==> src/rtl/fx_bm_pkg.sv <==
// FX bus monitor shared constants: defaults, record layout, width helper.
// Optional timestamp field enabled by FX_BM_TS_EN.
package fx_bm_pkg;

  localparam int AW_DEF    = 16;
  localparam int DW_DEF    = 8;
  localparam int DEPTH_DEF = 16;
  localparam int TS_W_DEF  = 16;

  // Record layout for the default widths, LSB first.
  localparam int RDATA_LSB = 0;
  localparam int WDATA_LSB = DW_DEF;
  localparam int ADDR_LSB  = 2 * DW_DEF;
  localparam int DIR_BIT   = 2 * DW_DEF + AW_DEF;
  localparam int TS_LSB    = DIR_BIT + 1;

  localparam logic [15:0] OVF_MAX = 16'hFFFF;

  function automatic int fx_bm_rw(int aw, int dw, int tsw);
`ifdef FX_BM_TS_EN
    return 1 + aw + 2 * dw + tsw;
`else
    if (tsw < 0) return 0;
    return 1 + aw + 2 * dw;
`endif
  endfunction

endpackage

==> src/rtl/fx_bm_sfifo.sv <==
// Generic first-word-fall-through FIFO with registered level and flush.
// Flush wins over same-cycle push/pop; pop on empty is ignored.
module fx_bm_sfifo #(
  parameter int W     = 8,
  parameter int DEPTH = 16
) (
  input  logic                   clk_i,
  input  logic                   rst_ni,
  input  logic                   flush_i,
  input  logic                   push_i,
  input  logic [W-1:0]           wdata_i,
  input  logic                   pop_i,
  output logic [W-1:0]           rdata_o,
  output logic                   vld_o,
  output logic                   full_o,
  output logic [$clog2(DEPTH):0] level_o
);

  localparam int PW = $clog2(DEPTH);

  logic [W-1:0]  mem_q [DEPTH];
  logic [PW-1:0] wptr_q, wptr_d;
  logic [PW-1:0] rptr_q, rptr_d;
  logic [PW:0]   level_q, level_d;
  logic          empty, full, push_ok, pop_ok;

  assign empty   = (level_q == '0);
  assign full    = (level_q == (PW+1)'(DEPTH));
  assign pop_ok  = pop_i & ~empty;
  assign push_ok = push_i & (~full | pop_ok);

  assign rdata_o = mem_q[rptr_q];
  assign vld_o   = ~empty;
  assign full_o  = full;
  assign level_o = level_q;

  // Next pointer/level values; flush returns everything to empty.
  always_comb begin
    wptr_d  = wptr_q + PW'(push_ok);
    rptr_d  = rptr_q + PW'(pop_ok);
    level_d = level_q + (PW+1)'(push_ok) - (PW+1)'(pop_ok);
    if (flush_i) begin
      wptr_d  = '0;
      rptr_d  = '0;
      level_d = '0;
    end
  end

  // Pointer and level state.
  always_ff @(posedge clk_i or negedge rst_ni) begin
    if (!rst_ni) begin
      wptr_q  <= '0;
      rptr_q  <= '0;
      level_q <= '0;
    end else begin
      wptr_q  <= wptr_d;
      rptr_q  <= rptr_d;
      level_q <= level_d;
    end
  end

  // Storage; cleared on reset so the head reads zero.
  always_ff @(posedge clk_i or negedge rst_ni) begin
    if (!rst_ni) begin
      for (int i = 0; i < DEPTH; i++) mem_q[i] <= '0;
    end else if (push_ok && !flush_i) begin
      mem_q[wptr_q] <= wdata_i;
    end
  end

endmodule

==> src/rtl/fx_bm_fifo.sv <==
// FX bus monitor: captures strobes, filters by window, buffers records.
// FX_BM_TS_EN prepends a free-running timestamp to each record.
module fx_bm_fifo
  import fx_bm_pkg::*;
#(
  parameter int AW    = AW_DEF,
  parameter int DW    = DW_DEF,
  parameter int DEPTH = DEPTH_DEF,
  parameter int TS_W  = TS_W_DEF
) (
  input  logic                               clk_sys,
  input  logic                               rst_n,
  input  logic [AW-1:0]                      fx_waddr,
  input  logic                               fx_wr,
  input  logic [DW-1:0]                      fx_data,
  input  logic                               fx_rd,
  input  logic [AW-1:0]                      fx_raddr,
  input  logic [DW-1:0]                      fx_q,
  input  logic                               cfg_win_en,
  input  logic [AW-1:0]                      cfg_lo,
  input  logic [AW-1:0]                      cfg_hi,
  input  logic                               bm_clr,
  output logic [fx_bm_rw(AW, DW, TS_W)-1:0]  bm_data,
  output logic                               bm_vld,
  input  logic                               bm_rdy,
  output logic [$clog2(DEPTH):0]             bm_level,
  output logic [15:0]                        bm_ovf_cnt
);

  localparam int RW = fx_bm_rw(AW, DW, TS_W);

  logic [AW-1:0] s0_addr;
  logic          s0_cap;
  logic          s1_vld_q;
  logic          s1_dir_q;
  logic [AW-1:0] s1_addr_q;
  logic [DW-1:0] s1_wdata_q;
  logic [RW-1:0] rec;
  logic          full, pop, drop;
  logic [15:0]   ovf_q, ovf_d;

  // Writes win when both strobes fire; window is inclusive, unsigned.
  assign s0_addr = fx_wr ? fx_waddr : fx_raddr;
  assign s0_cap  = (fx_wr | fx_rd) &
                   (~cfg_win_en | ((s0_addr >= cfg_lo) &&
                                   (s0_addr <= cfg_hi)));

  // Stage 0 -> stage 1 capture register.
  always_ff @(posedge clk_sys or negedge rst_n) begin
    if (!rst_n) begin
      s1_vld_q   <= 1'b0;
      s1_dir_q   <= 1'b0;
      s1_addr_q  <= '0;
      s1_wdata_q <= '0;
    end else begin
      s1_vld_q <= s0_cap;
      if (s0_cap) begin
        s1_dir_q   <= fx_wr;
        s1_addr_q  <= s0_addr;
        s1_wdata_q <= fx_wr ? fx_data : '0;
      end
    end
  end

`ifdef FX_BM_TS_EN
  logic [TS_W-1:0] ts_q;
  logic [TS_W-1:0] s1_ts_q;

  // Free-running timestamp, sampled alongside stage 0.
  always_ff @(posedge clk_sys or negedge rst_n) begin
    if (!rst_n) begin
      ts_q    <= '0;
      s1_ts_q <= '0;
    end else begin
      ts_q <= bm_clr ? '0 : ts_q + 1'b1;
      if (s0_cap) s1_ts_q <= ts_q;
    end
  end

  assign rec = {s1_ts_q, s1_dir_q, s1_addr_q, s1_wdata_q, fx_q};
`else
  assign rec = {s1_dir_q, s1_addr_q, s1_wdata_q, fx_q};
`endif

  assign pop  = bm_vld & bm_rdy;
  assign drop = s1_vld_q & full & ~pop;

  // Saturating drop counter; clear has priority.
  always_comb begin
    ovf_d = ovf_q;
    if (bm_clr) ovf_d = '0;
    else if (drop && ovf_q != OVF_MAX) ovf_d = ovf_q + 16'd1;
  end

  // Drop counter state.
  always_ff @(posedge clk_sys or negedge rst_n) begin
    if (!rst_n) ovf_q <= '0;
    else        ovf_q <= ovf_d;
  end

  assign bm_ovf_cnt = ovf_q;

  fx_bm_sfifo #(
    .W     (RW),
    .DEPTH (DEPTH)
  ) u_fifo (
    .clk_i   (clk_sys),
    .rst_ni  (rst_n),
    .flush_i (bm_clr),
    .push_i  (s1_vld_q),
    .wdata_i (rec),
    .pop_i   (bm_rdy),
    .rdata_o (bm_data),
    .vld_o   (bm_vld),
    .full_o  (full),
    .level_o (bm_level)
  );

endmodule

==> config.mk <==
export PLATFORM = sky130hd
export DESIGN_NAME = fx_bm_fifo
export DESIGN_NICKNAME = d
export VERILOG_FILES = /design/src/rtl/fx_bm_pkg.sv /design/src/rtl/fx_bm_sfifo.sv /design/src/rtl/fx_bm_fifo.sv
export SDC_FILE = /design/constraint.sdc
export NUM_CORES = 1
export LEC_CHECK = 0
export CAP_MARGIN = 20
export CORE_ASPECT_RATIO = 2
export CORE_UTILIZATION = 45
export DETAILED_ROUTE_END_ITERATION = 16
export SETUP_SLACK_MARGIN = 0.05
export SYNTH_ARGS = -nofsm -noshare
export SYNTH_HDL_FRONTEND = slang
export SYNTH_SLANG_ARGS = --single-unit
==> constraint.sdc <==
create_clock -name clk_sys -period 6.3 [get_ports clk_sys]
set_input_delay 1.26 -clock clk_sys [delete_from_list [all_inputs] [get_ports clk_sys]]
set_output_delay 1.26 -clock clk_sys [all_outputs]
set_load 0.02 [all_outputs]
==> flow_summary_export.csv <==
group,metric,value,unit
run_status,status,"finished clean",
cells_and_area,final_common_cell,"dfrtp_1",
sta,maxSlewViolCount,0,
critical_path,reg2reg_from,"u_fifo.level_o[3]",
placed_design,io_buffers,141,
floorplan,rows,127,
sta,slew_headroom,0.262,
clock_network,post_cts_buffers,0,
sta,hold_viol_final,0,
sta,fmax,200,MHz
route,via_per_inst,5.77,
critical_path,crit_start,"u_fifo.rptr_q[0]",
clock_network,root_buffer,"clkbuf_16",
floorplan,start_util,0.455,
yosys,synth_nets,1855,
sta,finalClockSkew,0.0273,ns
yosys,synth_flop_cell,"dfrtp_1",
clock_network,cts_sinks,583,
yosys,synth_cell_types,49,
yosys,synth_area,27200,µm²
yosys,synth-seq-cells,583,
critical_path,r2r_setup_slack,2.79,ns
route,vias,15200,
power,p_leak,0.0145,µW
floorplan,die-height,349,µm
min_path,hold_start,"u_fifo.mem_q[195]",
route,dr.pass1.iters,4,
yosys,async_flop_share,1.00,
grt,grt_pass1_wl,105000,µm
yosys,avgSynthCellArea,15.8,µm²
floorplan,die_area,61400,µm²
critical_path,slowest_delay,0.91,ns
grt,antenna_found_initial,0,
route,drcViolationCount,0,
placed_design,gp_congestion,0.907,
critical_path,crit_path_frequent_cell,"mux4_2",
power,power.density,341,nW/µm²
yosys,yosysSeqAreaShare,0.537,
min_path,hp-class,"reg -> reg",
floorplan,core-area,59700,µm²
route,routedWlPerCell,25.3,µm
clock_network,clock_latency,0.61,ns
critical_path,path_max_fanout,35,
cells_and_area,final_cell_mix,"dfrtp_1, mux2_2, mux4_2",
clock_network,post_cts_resized,0,
sta,timing.final.crit_share,0.796,
sta,rsz0062_at_grt,"false",
job,maxCapViolCount,0,
placed_design,dp_hpwl,41300,µm
sta,hold_ws,0.500,ns
grt,grt_max_degree,127,
critical_path,critPathSlowestCell,"dfrtp_4",
clock_network,clk_pin_slew_worst_paths,0.06,ns
cells_and_area,area_growth,14.8,%
clock_network,clockBufferDepth,3,
grt,grt_overflow,0,
grt,grt_use_total,0.228,
yosys,yosys_warnings,0,
critical_path,crit_chain,"buf_4 -> mux4_2 -> mux4_2 -> clkdlybuf4s50_1",
clock_network,h-tree-depth,2,
floorplan,ioPinCount,142,
yosys,synth_cells,1724,
critical_path,worst-path-buf-inv,2,
sta,period_minus_slack,5.01,ns
sta,setup_violations,0,
critical_path,critPathArrivalTime,3.75,ns
power,vdd_ir_drop_max,0.218,mV
cells_and_area,insertedDiodeCount,0,
critical_path,endpoint_kind,"primary output",
power,finalPower,10600,µW
route,drt_iter0_markers,685,
cells_and_area,fin_nets,1952,
critical_path,crit_required,5.04,ns
critical_path,worstSetupPathType,"reg -> out",
clock_network,cts_hold_buf,0,
clock_network,cts_buffers,52,
route,ant_nets,0,
floorplan,die_width,176,µm
grt,grt_pass1_vias,17100,
critical_path,cp-start-kind,"register",
yosys,synth_edf_count,0,
critical_path,cp_top_family,"buffers and inverters",
clock_network,cts_tree,"done",
sta,setup_tns,0,ns
cells_and_area,drive_gt1_frac,0.469,
route,wl,66700,µm
sta,worst_pin_slew,1.11,ns
## sequential cells by signal (all words and copies together) (netlist names)
signal / flops
s1_vld_q: 1
s1_dir_q: 1
u_fifo.wptr_q: 4
u_fifo.level_o: 5
u_fifo.mem_q: 528
s1_addr_q: 16
bm_ovf_cnt: 16
s1_wdata_q: 8
u_fifo.rptr_q: 4
## kinds of logic (layout without fill, tap and decap cells)
group	after synthesis	in the layout	synth area share
DFF	583	583	0.537
and+or+nand+nor	119	119	0.0239
AOI/OAI and AO/OA	48	48	0.0129
adders and majority gates	44	44	0.0205
xor gates and xnor gates	20	20	0.00645
buffers and inverters	184	321	0.0298
muxes	726	726	0.369
## stage by stage
step | util | cells | setup WS, ns | cell area, µm²
6_report | 0.522 | 2635 | 1.29 | 31200
3_3_place_gp | 0.491 | 2541 | 1.07 | 29400
5_1_grt | 0.522 | 2635 | 1.04 | 31200
2_1_floorplan | - | 1724 | 1.82 | 27200
3_5_place_dp | 0.491 | 2541 | 1.02 | 29400
4_1_cts | 0.522 | 2635 | 1.16 | 31200
## worst paths after layout
| path | endpoint | cells after the start |
|---|---|---|
| max in group asynchronous | u_fifo.rptr_q[2] | 2 |
| setup / recovery | bm_data[31] | 4 |
| setup reg to reg | u_fifo.mem_q[47] | 9 |
| min in group asynchronous | u_fifo.mem_q[487] | 1 |
| hold / removal | u_fifo.mem_q[195] | 1 |
| hold reg to reg | u_fifo.mem_q[195] | 1 |
## area by class of cell
type | count | area [µm²]
repair buffers | 176 | 1750
multi-input cells | 957 | 11800
clock buffers | 73 | 1550
well taps | 774 | 968
clock inverters | 21 | 265
inverters | 51 | 191
flip-flops and latches | 583 | 14600
fillers | 5068 | 28600
## per-layer routing
metal	vias to the layer above	part of all wire	track usage
li1	6557	-	-
met1	8274	0.41	0.284
met2	282	0.53	0.412
met3	100	0.032	0.0269
met4	0	0.026	0.0692
met5	-	0	0
## power by group
group	internal [µW]	total (µW)	switching [µW]
registers	4190	4690	492
clock network	1960	3380	1420
logic	1440	2560	1120
total	7600	10600	3030
## cells in the mapped netlist (8+ instances only)
cell type,instances,area (µm²)
dfrtp_1,583,14600
mux2_2,558,6280
mux4_2,165,3720
clkbuf_1,75,282
inv_1,51,191
ha_1,43,538
buf_2,34,170
nor2_1,28,105
a21oi_1,17,85.1
nand2_1,17,63.8
nand3_1,13,65.1
buf_4,12,90.1
nor2b_1,11,68.8
and2_1,10,62.6
xnor2_1,10,87.6
xor2_1,10,87.6
o2bb2ai_1,9,78.8
buf_1,8,30.0
Power figures use the tool's default switching activity.
